## config.mk

```make
export PLATFORM = sky130hd
export DESIGN_NAME = ahb_split_ctrl
export DESIGN_NICKNAME = d
export VERILOG_FILES = /design/src/rtl/ahb_split_ctrl.sv
export SDC_FILE = /design/constraint.sdc
export NUM_CORES = 1
export LEC_CHECK = 0
export ABC_AREA = 1
export ABC_CLOCK_PERIOD_IN_PS = 2600
export BUFFER_PORTS_ARGS = -buffer_cell sky130_fd_sc_hd__buf_2
export CAP_MARGIN = 10
export CORE_MARGIN = 1
export CORE_UTILIZATION = 37
export DETAILED_ROUTE_END_ITERATION = 7
export SYNTH_ARGS = -nofsm -noshare
export SYNTH_HDL_FRONTEND = slang
export SYNTH_SLANG_ARGS = --single-unit
```

## constraint.sdc

```tcl
create_clock -name HCLK -period 2.6 [get_ports HCLK]
set_clock_uncertainty 0.2 [all_clocks]
set_input_delay 0.26 -clock HCLK [delete_from_list [all_inputs] [get_ports HCLK]]
set_output_delay 0.26 -clock HCLK [all_outputs]
set_load 0.005 [all_outputs]
```

## src/rtl/ahb_split_ctrl.sv

```systemverilog
// AHB split controller fronting one shared backend; optional SPLIT_STATS_EN adds split_count/split_pending.
// Latency: HREADYOUT rises in the res_ack cycle; WAIT_LIMIT-1 low cycles, then a two-cycle SPLIT.
// Backpressure: holds HREADYOUT low while the backend is busy; split masters are released via HSPLITx on res_idle.
module ahb_split_ctrl #(
    parameter int WAIT_LIMIT  = 4,
    parameter int NUM_MASTERS = 16
) (
    input  logic                   HCLK,
    input  logic                   HRESETn,
    input  logic                   HSEL,
    input  logic [1:0]             HTRANS,
    input  logic                   HREADY,
    input  logic [3:0]             HMASTER,
    input  logic                   HMASTLOCK,
    output logic                   HREADYOUT,
    output logic [1:0]             HRESP,
    output logic [NUM_MASTERS-1:0] HSPLITx,
    output logic                   res_req,
    output logic [3:0]             res_master,
    input  logic                   res_ack,
    input  logic                   res_idle
`ifdef SPLIT_STATS_EN
    ,
    output logic [15:0]            split_count,
    output logic                   split_pending
`endif
);

    typedef enum logic [1:0] {
        ST_IDLE   = 2'd0,
        ST_WAIT   = 2'd1,
        ST_SPLIT1 = 2'd2,
        ST_SPLIT2 = 2'd3
    } state_e;

    state_e                 state_q, state_d;
    logic [3:0]             master_q, master_d;
    logic                   lock_q, lock_d;
    logic [7:0]             cnt_q, cnt_d;
    logic [NUM_MASTERS-1:0] mask_q, mask_d;
    logic [NUM_MASTERS-1:0] hsplit_q, hsplit_d;
    logic                   accept;
    logic                   limit_hit;
    logic                   unused_htrans0;

    assign accept         = HSEL & HREADY & HTRANS[1];
    assign unused_htrans0 = HTRANS[0];
    // Compare the post-increment count so the last WAIT cycle is WAIT_LIMIT-1 low cycles in.
    assign limit_hit      = ({1'b0, cnt_q} + 9'd1) >= 9'(WAIT_LIMIT - 1);

    always_comb begin
        state_d   = state_q;
        master_d  = master_q;
        lock_d    = lock_q;
        cnt_d     = cnt_q;
        HREADYOUT = 1'b1;
        HRESP     = 2'b00;
        res_req   = 1'b0;
        case (state_q)
            ST_IDLE: begin
                if (accept) begin
                    state_d  = ST_WAIT;
                    master_d = HMASTER;
                    lock_d   = HMASTLOCK;
                    cnt_d    = 8'd0;
                end
            end
            ST_WAIT: begin
                res_req   = 1'b1;
                HREADYOUT = res_ack;
                if (res_ack) begin
                    if (accept) begin
                        master_d = HMASTER;
                        lock_d   = HMASTLOCK;
                        cnt_d    = 8'd0;
                    end else begin
                        state_d = ST_IDLE;
                    end
                end else if (!lock_q && limit_hit) begin
                    state_d = ST_SPLIT1;
                end else if (cnt_q != 8'hFF) begin
                    cnt_d = cnt_q + 8'd1;
                end
            end
            ST_SPLIT1: begin
                HREADYOUT = 1'b0;
                HRESP     = 2'b11;
                state_d   = ST_SPLIT2;
            end
            ST_SPLIT2: begin
                HRESP   = 2'b11;
                state_d = ST_IDLE;
            end
            default: state_d = ST_IDLE;
        endcase
    end

    // A bit recorded in SPLIT1 must survive a release happening in the same cycle.
    always_comb begin
        hsplit_d = '0;
        mask_d   = mask_q;
        if (res_idle && (|mask_q)) begin
            hsplit_d = mask_q;
            mask_d   = '0;
        end
        if (state_q == ST_SPLIT1) begin
            mask_d[master_q] = 1'b1;
        end
    end

    always_ff @(posedge HCLK or negedge HRESETn) begin
        if (!HRESETn) begin
            state_q  <= ST_IDLE;
            master_q <= 4'd0;
            lock_q   <= 1'b0;
            cnt_q    <= 8'd0;
            mask_q   <= '0;
            hsplit_q <= '0;
        end else begin
            state_q  <= state_d;
            master_q <= master_d;
            lock_q   <= lock_d;
            cnt_q    <= cnt_d;
            mask_q   <= mask_d;
            hsplit_q <= hsplit_d;
        end
    end

    assign HSPLITx    = hsplit_q;
    assign res_master = master_q;

`ifdef SPLIT_STATS_EN
    logic [15:0] split_cnt_q, split_cnt_d;

    always_comb begin
        split_cnt_d = split_cnt_q;
        if ((state_q == ST_WAIT) && (state_d == ST_SPLIT1) && (split_cnt_q != 16'hFFFF)) begin
            split_cnt_d = split_cnt_q + 16'd1;
        end
    end

    always_ff @(posedge HCLK or negedge HRESETn) begin
        if (!HRESETn) begin
            split_cnt_q <= 16'd0;
        end else begin
            split_cnt_q <= split_cnt_d;
        end
    end

    assign split_count   = split_cnt_q;
    assign split_pending = |mask_q;
`endif

endmodule

```

==> run metrics <==
Detailed Place HPWL=3257 µm; unrepaired setup endpoints after global routing=false; PwrDens=1071 nW/µm²; GP Congestion=between 0.8 and 0.9; Mean Syn Cell Area=about 8.4 µm²; post-CTS sizing=0; critical path cell sequence=ha_1, nand2_1, inv_1, nor2_1, nor2_1, nand3_2, nor2_2, nand2_2, nand3_4, nand3_4, nand2_1, nand2_1; number of vias per cell=4.835; most frequent CP cell=nand2_1; r2r setup slk=0.52 ns; vias in the first global route=1659; Sum Neg Setup Slack=0 ns; IO Port Bufs=35; Primary FF master, synth=dfrtp_1; delay-heaviest family, CP=simple AND/OR/NAND/NOR gates; synthesized net count=278; Yosys reg bits=47; Core ar.=~5600 µm²; clk buf depth=2; Max VDD drop=0.7035 mV; die area=6264 µm²; TritonCTS Buffers=5; drt initial violations=about 140; Slew Viols, Final=0; fin crit period=2.082 ns; Post-DP Area=approximately 2500 µm²; worst path arrival time=2.07 ns; fraction of layout cells with a size suffix above 1=0.2013; first-pass GRT wire length=7824 µm; status=finished clean; Final setup viols=0; fmax=480.4 MHz; critical-path maximum fanout=10; Crit Path Class=register to register; Max-slew headroom=0.6865; Die H=79.15 µm; Vias=approximately 1800; area growth from synthesis to final layout=17.39%; CP Capture Type=register; CTS Hold Bufs=2; TritonCTS clock tree=done; LEAKAGE=1.297 nW; GRT overflow=0; top cells by count, synth=60 x nand2_1, 47 x dfrtp_1, 34 x inv_1, 33 x nor2_1, 19 x o21ai_0; Worst Path Required=approximately 2.6 ns; Finished Cell Area=approximately 2600 µm²; Synth area leaders=dfrtp_1 53%, nand2_1 10%, inv_1 5.8%; Hold Vio Cnt, Final=0; Post-synth EDFFs=0; largest area contributor in the netlist=dfrtp_1; die span in x=79.15 µm; Core Rows=27; router iterations before antenna repair=6; synth unique cells=25; Mapped Area=between 2000 and 2500 µm²; residual DRC count=0; Synthesis Warnings=0; slowest stage cell, crit path=dfrtp_1; H-tree Lvls=2; # IOs=37; largest net degree at the start of global routing=29; Starting Density=0.3927; clk_lat worst skew=0.30 ns; Post-synth ARST share=1.000; WL per Instance=11.82 µm; Final period util=0.8007; Sink Count=47; top cell type's share of synthesized area=0.5341; Post-Synthesis Cells=263; Slew @ Worst Pin=0.4703 ns; Routed Antenna Nets=0; antenna violations before repair=0; startpoint class of the critical path=register; Root Driver=clkbuf_8; Max stage delay on crit path=0.49 ns; Worst Path Buf+Inv=1; Seq/Total Area, Yosys=0.5341; Max-Cap Viols=0; DRT Wirelength=4434 µm; count leader, synth=nand2_1; Hold WC Path Type=primary input to register; Reg clk slew, reported paths=0.08 ns; Post-CTS Setup Bufs=0; GRT Overall Usage=0.1614; diode count=0; fin nets=317
-- routing by layer --
metal,global-route usage,vias up,part of all wire
met5,0,-,0
met4,0.04364,0,0.012
met3,0.03908,7,0.051
met2,0.2345,43,0.43
met1,0.2380,839,0.51
li1,-,924,-
-- worst reg2reg max path, delay by kind of cell, from the launching register on --
| family | cells | cell delay (ns) |
|---|---|---|
| simple gates | 10 | 0.92 |
| fa+ha+maj | 1 | 0.27 |
| flops | 1 | 0.49 |
| buf+inv | 1 | 0.09 |
-- report_power, final --
group,internal [mW],switching (mW)
clock,0.286,0.241
sequential,0.907,0.159
combinational,0.384,0.790
total,1.58,1.19
-- final timing paths --
check,startpoint,endpoint,depth (start not counted)
max,cnt_q[1]$_DFFE_PN0P_,cnt_q[4]$_DFFE_PN0P_,12
min,HMASTLOCK,lock_q$_DFFE_PN0P_,3
max reg2reg,cnt_q[1]$_DFFE_PN0P_,cnt_q[4]$_DFFE_PN0P_,12
min reg2reg,mask_q[7]$_DFF_PN0_,mask_q[7]$_DFF_PN0_,2
max in group asynchronous,HRESETn,mask_q[12]$_DFF_PN0_,3
min in group asynchronous,HRESETn,HSPLITx[10]$_DFF_PN0_,2
-- cells by family (layout without fill, tap and decap cells) --
| group | after synthesis | count (layout) | synth area share |
|---|---|---|---|
| and+or+nand+nor | 134 | 134 | 0.2864 |
| DFF | 47 | 47 | 0.5341 |
| buffers and inverters | 44 | 84 | 0.07841 |
| AOI/OAI and AO/OA | 36 | 36 | 0.08977 |
| adders and majority gates | 2 | 2 | 0.01136 |
-- cell type report --
type	instances	area (µm²)
clock inverter	3	43.79
clock buffer	5	68.82
fill	577	3023
timing repair buffer	39	210.2
multi-input combinational	172	857.1
sequential	47	1176
inverter	37	138.9
tap	72	90.09
-- cells in the final DEF (no fill, tap or decap) --
cell type	instances
o21bai_1	2
buf_4	2
bufinv_16	1
o22ai_1	2
a21oi_1	5
nor2_1	33
nor2_2	2
dlygate4sd3_1	2
clkinv_2	1
nand2_1	60
nand4_1	11
o21ai_1	4
nor4_1	3
ha_1	2
nor2_4	2
inv_2	3
nand3_4	2
dfrtp_1	47
inv_1	34
clkbuf_8	5
o21ai_0	19
clkinv_4	1
nand3_2	3
buf_2	35
nand3_1	15
o32ai_1	2
o31ai_1	1
o21ai_2	1
nand2_2	3
-- state kept, by name, indices dropped and copies added (netlist names), named ones only --
name,count
state_q,1
lock_q,1
mask_q,16
res_master,4
HSPLITx,16
cnt_q,8
-- through the flow --
stage | cells | hold WS [ns] | util | power [mW] | setup WS [ns]
6_report | 375 | 0.004103 | 0.4610 | 2.768 | 0.5183
5_1_grt | 375 | 0.01437 | 0.4610 | 3.017 | 0.3279
4_1_cts | 375 | 0.001986 | 0.4610 | 2.793 | 0.5138
3_5_place_dp | 365 | 0.04884 | 0.4373 | 2.264 | 0.5501
3_3_place_gp | 365 | 0.04610 | 0.4373 | 2.252 | 0.5728
2_1_floorplan | 263 | -0.2356 | - | 1.932 | 0.7958
No activity file was read; power rests on OpenSTA's default activity.
